$ cat config.mk
export PLATFORM = sky130hd
export DESIGN_NAME = traffic_light_ctrl
export DESIGN_NICKNAME = d
export VERILOG_FILES = /design/src/rtl/traffic_light_ctrl.sv
export SDC_FILE = /design/constraint.sdc
export NUM_CORES = 1
export LEC_CHECK = 0
export ABC_CLOCK_PERIOD_IN_PS = 2560
export BUFFER_PORTS_ARGS = -buffer_cell sky130_fd_sc_hd__buf_2
export CORE_ASPECT_RATIO = 1.1
export CORE_MARGIN = 3
export CORE_UTILIZATION = 55
export CTS_CLUSTER_DIAMETER = 80
export DETAILED_ROUTE_END_ITERATION = 10
export GPL_TIMING_DRIVEN = 1
export PLACE_DENSITY = 0.8
export SYNTH_ARGS = -nofsm -noshare
export SYNTH_HDL_FRONTEND = slang
export SYNTH_SLANG_ARGS = --single-unit
export TNS_END_PERCENT = 10
$ cat constraint.sdc
create_clock -name clockIn -period 2.56 [get_ports clockIn]
set_input_delay 0.512 -clock clockIn [delete_from_list [all_inputs] [get_ports clockIn]]
set_output_delay 0.512 -clock clockIn [all_outputs]
set_load 0.01 [all_outputs]
$ cat src/rtl/traffic_light_ctrl.sv
// Two-direction intersection controller: timed green/yellow/all-red cycle,
// pedestrian shortening of the green, and a flashing-yellow night mode.
module traffic_light_ctrl #(
    parameter int unsigned T_GREEN  = 25,
    parameter int unsigned T_YELLOW = 3,
    parameter int unsigned T_ALLRED = 2,
    parameter int unsigned T_PED    = 5,
    parameter int unsigned CNT_W    = 7
) (
    input  logic             clockIn,
    input  logic             rst,
    input  logic             tick,
    input  logic             night,
    input  logic             ped_req,
    output logic [2:0]       ns_light,
    output logic [2:0]       ew_light,
    output logic [CNT_W-1:0] remain,
    output logic [2:0]       phase
);

    typedef enum logic [2:0] {
        NS_G  = 3'd0,
        NS_Y  = 3'd1,
        RED1  = 3'd2,
        EW_G  = 3'd3,
        EW_Y  = 3'd4,
        RED2  = 3'd5,
        NIGHT = 3'd6
    } phase_e;

    typedef struct packed {
        phase_e           ph;
        logic [CNT_W-1:0] remain;
        logic             pedPend;
        logic             blink;
    } ctrl_t;

    localparam logic [CNT_W-1:0] LEN_G  = CNT_W'(T_GREEN);
    localparam logic [CNT_W-1:0] LEN_Y  = CNT_W'(T_YELLOW);
    localparam logic [CNT_W-1:0] LEN_AR = CNT_W'(T_ALLRED);
    localparam logic [CNT_W-1:0] LEN_P  = CNT_W'(T_PED);
    localparam logic [CNT_W-1:0] ONE    = CNT_W'(1);

    localparam logic [2:0] L_RED = 3'b100;
    localparam logic [2:0] L_YEL = 3'b010;
    localparam logic [2:0] L_GRN = 3'b001;

    ctrl_t  cur, nxt;
    phase_e nextPh;
    logic   advance;
    logic   pedAny;
    logic   lastTick;

    function automatic logic [CNT_W-1:0] phaseLen(input phase_e p);
        case (p)
            NS_G, EW_G: phaseLen = LEN_G;
            NS_Y, EW_Y: phaseLen = LEN_Y;
            RED1, RED2: phaseLen = LEN_AR;
            default:    phaseLen = '0;
        endcase
    endfunction

    always_ff @(posedge clockIn) begin
        if (rst) begin
            cur.ph      <= RED2;
            cur.remain  <= LEN_AR;
            cur.pedPend <= 1'b0;
            cur.blink   <= 1'b0;
        end else begin
            cur <= nxt;
        end
    end

    assign pedAny   = cur.pedPend | ped_req;
    assign lastTick = tick && (cur.remain == ONE);

    // Each state only decides whether to advance and where; the entry
    // loads (duration, pedestrian clear, blink seed) are shared below.
    always_comb begin
        nxt         = cur;
        nxt.pedPend = pedAny;
        advance     = 1'b0;
        nextPh      = cur.ph;

        case (cur.ph)
            NS_G, EW_G: begin
                if (tick) begin
                    if (night || cur.remain == ONE) begin
                        advance = 1'b1;
                        nextPh  = (cur.ph == NS_G) ? NS_Y : EW_Y;
                    end else if (pedAny && cur.remain > LEN_P) begin
                        nxt.remain = LEN_P;
                    end else begin
                        nxt.remain = cur.remain - ONE;
                    end
                end
            end
            NS_Y: begin
                if (lastTick) begin
                    advance = 1'b1;
                    nextPh  = RED1;
                end else if (tick) begin
                    nxt.remain = cur.remain - ONE;
                end
            end
            EW_Y: begin
                if (lastTick) begin
                    advance = 1'b1;
                    nextPh  = RED2;
                end else if (tick) begin
                    nxt.remain = cur.remain - ONE;
                end
            end
            RED1: begin
                if (lastTick) begin
                    advance = 1'b1;
                    nextPh  = night ? NIGHT : EW_G;
                end else if (tick) begin
                    nxt.remain = cur.remain - ONE;
                end
            end
            RED2: begin
                if (lastTick) begin
                    advance = 1'b1;
                    nextPh  = night ? NIGHT : NS_G;
                end else if (tick) begin
                    nxt.remain = cur.remain - ONE;
                end
            end
            NIGHT: begin
                nxt.remain = '0;
                if (tick) begin
                    if (!night) begin
                        advance = 1'b1;
                        nextPh  = RED2;
                    end else begin
                        nxt.blink = ~cur.blink;
                    end
                end
            end
            default: begin
                // Corrupted encoding: recover into the all-red clearance.
                advance   = 1'b1;
                nextPh    = RED2;
                nxt.blink = 1'b0;
            end
        endcase

        if (advance) begin
            nxt.ph     = nextPh;
            nxt.remain = phaseLen(nextPh);
            if (nextPh == RED1 || nextPh == RED2)
                nxt.pedPend = 1'b0;
            if (nextPh == NIGHT)
                nxt.blink = 1'b1;
        end
    end

    always_comb begin
        ns_light = L_RED;
        ew_light = L_RED;
        case (cur.ph)
            NS_G:  ns_light = L_GRN;
            NS_Y:  ns_light = L_YEL;
            EW_G:  ew_light = L_GRN;
            EW_Y:  ew_light = L_YEL;
            NIGHT: begin
                ns_light = {1'b0, cur.blink, 1'b0};
                ew_light = {1'b0, cur.blink, 1'b0};
            end
            default: ;
        endcase
    end

    assign remain = cur.remain;
    assign phase  = cur.ph;

endmodule

**Word-level counts from Yosys, hierarchy flattened**

Index checks and enable logic that the tools add are counted.

- Add/subtract/negate cells: 1
- Reduce and logical (&&, ||, !) cells: 14
- Equality and inequality tests: 17
- Bitwise logic cells: 2
- Multiplexer cells: 33
- Order comparisons: 1

Operators with widths:

| operator | count |
|---|---|
| $mux 7 | 5 |
| $mux 3 | 11 |
| $pmux 7 s3 | 1 |
| $eq 3x3->1 const B | 6 |
| $pmux 3 s3 | 2 |
| $pmux 3 s6 | 1 |
| $pmux 5 s3 | 1 |
| $eq 3x2->1 const B | 4 |
| $mux 1 | 9 |
| $mux 9 | 1 |
| $ne 3x3->1 const B | 3 |
| $reduce_or 2->1 | 4 |
| $eq 7x1->1 const B | 1 |
| $gt 7x3->1 const B | 1 |
| $sub 7x1->7 const B | 1 |
| $eq 3x1->1 const B | 2 |
| $logic_not 3->1 | 2 |
| $reduce_or 6->1 | 1 |
| $reduce_and 5->1 | 1 |
| $reduce_bool 4->1 | 1 |
| $reduce_or 4->1 | 1 |
| $ne 3x1->1 const B | 1 |
| $pmux 1 s3 | 1 |
| $logic_and 1x1->1 | 2 |
| other kinds (4) | 5 |

- Flip-flop bits (word level): 12
- Output and inout bits: 16
- Word-level logic and storage cells: 72
- Input bits: 5

**Longest topological paths before layout**

- Depth in word-level cells: 9
- Gate-level depth with buffers: 8
- Mapped depth without buffers: 8

**Worst setup path after synthesis**

OpenSTA, ideal clock, no wires.

- Kind: register to output
- Start: register cur, in the netlist phase[2]
- End: output ns_light[1]
- Arrival time: 1299 ps
- Buffers on the path: 2
- Cell stages (with the launch flop): 5
- Path slack: 749 ps
- Required time: 2048 ps
- Cells stage by stage: dfxtp_1 > clkbuf_1 > clkbuf_1 > nor2_1 > a22o_1

- Word-level cells in the longest chain between the ends: 2
- Elaborated cells on any way between the ends: 4
- Those cells by class: 2 x eq/ne; 1 x mux; 1 x reduce/logical

RTL lines:

| what | line | text |
|---|---|---|
| start: declaration | 48 | `ctrl_t cur, nxt;` |
| start signal: assignment | 70 | `cur <= nxt;` |
| $eq 3x3->1 (tied with other cells) | 162 | `case (cur.ph)` |
| $pmux 3 s3 * | 162 |  |
| end: declaration | 15 | `output logic [2:0] ns_light,` |

Every way passes the cells marked *; elsewhere a longest branch is shown, timed or not.

**Worst setup path after layout**

- Start: register cur, in the netlist phase[1]
- End: output ns_light[1]

Same word-level chain as after synthesis.

==> summary.txt <==
Clock network
  – Clk buf depth: 2
  – H-tree depth: 1
  – Root buf cell: clkbuf_4
  – TritonCTS buffer count: 3
  – Hold_buf cts: 0
  – Worst-skew pair later-pin latency: 0.28 ns
  – Sink Count: 12
  – CTS tree: done
  – Cts repair resizes: 0
  – Post-CTS Setup Repair Bufs: 0
  – Clock-pin transition on the worst setup and hold timing paths: 0.08 ns

Route
  – Vias: 1171
  – WL/cell: 15.1 µm
  – Starting DRT DRC Count: 57
  – Vias per Instance: 6.30
  – Final wirelength: 2810 µm
  – DRT antenna net count: 0
  – Pre-antenna DRT Iters: 5
  – DRC: 0

Yosys
  – Proportion of synthesized area in mux cells: 0.00989
  – Largest family of logic cells by synthesized area: simple AND/OR/NAND/NOR gates
  – Synth Area in XOR/XNOR: 0.0231
  – Simple-Gate Fraction of Synth Area: 0.320
  – Syn nets: 159
  – Register area share after synthesis: 0.211
  – Number of flops mapped to enable cells by yosys: 0
  – Cell area after synthesis: 1140 µm²
  – Synth Instances: 152
  – Synth unique cells: 54
  – FFs w/ async S/R, synth: 0
  – YS warnings: 0
  – Synth Register Bits: 12
  – Post-Synth Adder-Cell Area: 0.0220
  – Ys flop type: dfxtp_1
  – Compound-gate portion of the synthesized area: 0.259
  – Syn avg cell area: 7.49 µm²

Placement
  – DP HPWL: 2070 µm
  – Placed insts: 183
  – Port bufs: 20
  – Routability Congestion: 0.890

Power
  – Power Density: 430 nW/µm²
  – Peak supply drop: 375 µV
  – Leak: 0.468 nW
  – Pwr Total: 501 µW

Final layout
  – Layout overhead on the synthesized area: 2.20%
  – Register area: 240 µm²
  – Fill cells: 178
  – Ant diodes: 0
  – Final non-filler cell total: 186
  – Nets: 168
  – Final Core Density: 0.625
  – Layout cell share with drive strength beyond 1: 0.233
  – Area occupied by multi-input gates: 722 µm²

Hold path
  – Hold Path Origin: rst
  – Hold Crit Class: primary input to register

GRT
  – Gr usage total: 0.230
  – First-pass GRT wire length: 4650 µm
  – GRT overflow: 0
  – Largest net degree at the start of global routing: 22
  – Vias in the first global route: 998
  – Initial antenna violation count: 0

Die
  – # IOs: 21
  – Die ar.: 2650 µm²
  – Core Area: 1860 µm²
  – Die Width: 49.4 µm
  – Rows: 16
  – Initial core utilization: 0.612
  – Die height: 53.7 µm

Critical path
  – Crit path max fanout: 16
  – CP startpoint: phase[1]
  – Crit end category: primary output
  – Req. time, crit path: 2.05 ns
  – Worst r2r src: remain[1]
  – Critical path start-end classification: register to primary output
  – CP arrival: 1.79 ns
  – Crit path launch type: register

Job
  – Max_cap viols: 0

STA
  – Pin slew with the least headroom to its limit: 0.648 ns
  – Clock skew: 0.0124 ns
  – Setup TNS: 0 ns
  – Tcrit/Tclk final: 0.900
  – Min Tclk post-route: 2.30 ns
  – Final setup viols: 0
  – Maximum clock frequency: 434 MHz
  – Max Slew Vio Count: 0
  – RSZ-0062 raised after global routing: no
  – Final hold viol count: 0
  – Worst slew margin: 0.567

Run status
  – Status: completed
[flip-flops by register name, indices dropped and copies added, names as in the netlist]
register  count
cur           2
remain        7
phase         3
[kinds of logic after synthesis]
group | after synthesis
AOI/OAI and AO/OA | 41
xor gates and xnor gates | 3
DFF | 12
adders and majority gates | 2
muxes | 1
and+or+nand+nor | 67
buffers and inverters | 26
[report_power, final]
| group | leakage [nW] | internal [mW] | switching, mW | total [mW] |
|---|---|---|---|---|
| Clock | 0.0138 | 0.0546 | 0.0637 | 0.118 |
| Combinational | 0.356 | 0.0667 | 0.0891 | 0.156 |
| Sequential | 0.0982 | 0.202 | 0.0246 | 0.227 |
[routing by layer]
| metal | vias up | share of wire | GRT usage |
|---|---|---|---|
| li1 | 560 | - | - |
| met1 | 526 | 0.43 | 0.300 |
| met2 | 74 | 0.44 | 0.391 |
| met3 | 11 | 0.11 | 0.0443 |
| met4 | 0 | 0.026 | 0.0691 |
| met5 | - | 0 | 0 |
[worst paths after layout]
check / to / slack [ns] / cells past startpoint
setup / recovery: ns_light[1] / 0.26 / 4
hold / removal: phase[1] / 0.55 / 2
setup reg to reg: cur[1] / 0.46 / 8
hold reg to reg: remain[3] / 0.57 / 2
[worst max-delay path, stage by stage (launching register included)]
cell     delay (ns)
dfxtp_1        0.67
nand2_1        0.20
nor2_1         0.33
a22o_1         0.17
buf_2          0.12
[Yosys cell counts, drive strengths merged, types with 2 or more instances]
library cell	instances	area (µm²)
a211oi	2	15.0
a21oi	13	68.8
a221oi	3	32.5
a31oi	4	25.0
and2	2	13.8
buf	11	80.1
clkbuf	7	66.3
dfxtp	12	240
ha	2	25.0
inv	8	30.0
nand2	17	63.8
nand2b	4	25.0
nand3	2	10.0
nor2	13	48.8
nor2b	2	12.5
nor3	9	50.1
nor3b	4	35.0
nor4	2	12.5
o211ai	2	15.0
o21ai	4	20.0
o32ai	2	25.0
or3	2	12.5
xor2	2	17.5
[through the flow]
stage               worst slack, ns  hold WS [ns]  instance area (µm²)
floorplan                     0.749         0.517                 1140
global placement              0.577         0.552                 1140
detailed placement            0.485         0.563                 1140
CTS                           0.271         0.560                 1160
global route                 0.0682         0.594                 1160
finish                        0.256         0.553                 1160
[layout make-up]
cell class,instances,share of cell area
Timing Repair Buffer,22,0.0989
Sequential cell,12,0.206
Multi-Input combinational cell,114,0.620
Inverter,8,0.0258
Clock buffer,3,0.0194
Tap cell,27,0.0290
[cells in the final DEF (no fill, tap or decap), drive strengths merged, types with 3 or more instances in the layout]
| cell | Yosys | layout |
|---|---|---|
| clkbuf | 7 | 3 |
| inv | 8 | 8 |
| a21oi | 13 | 13 |
| a221oi | 3 | 3 |
| a31oi | 4 | 4 |
| dfxtp | 12 | 12 |
| nor3b | 4 | 4 |
| o21ai | 4 | 4 |
| nand2 | 17 | 17 |
| buf | 11 | 22 |
| nand2b | 4 | 4 |
| nor3 | 9 | 9 |
| nor2 | 13 | 13 |
(Power assumes the default switching activity.)
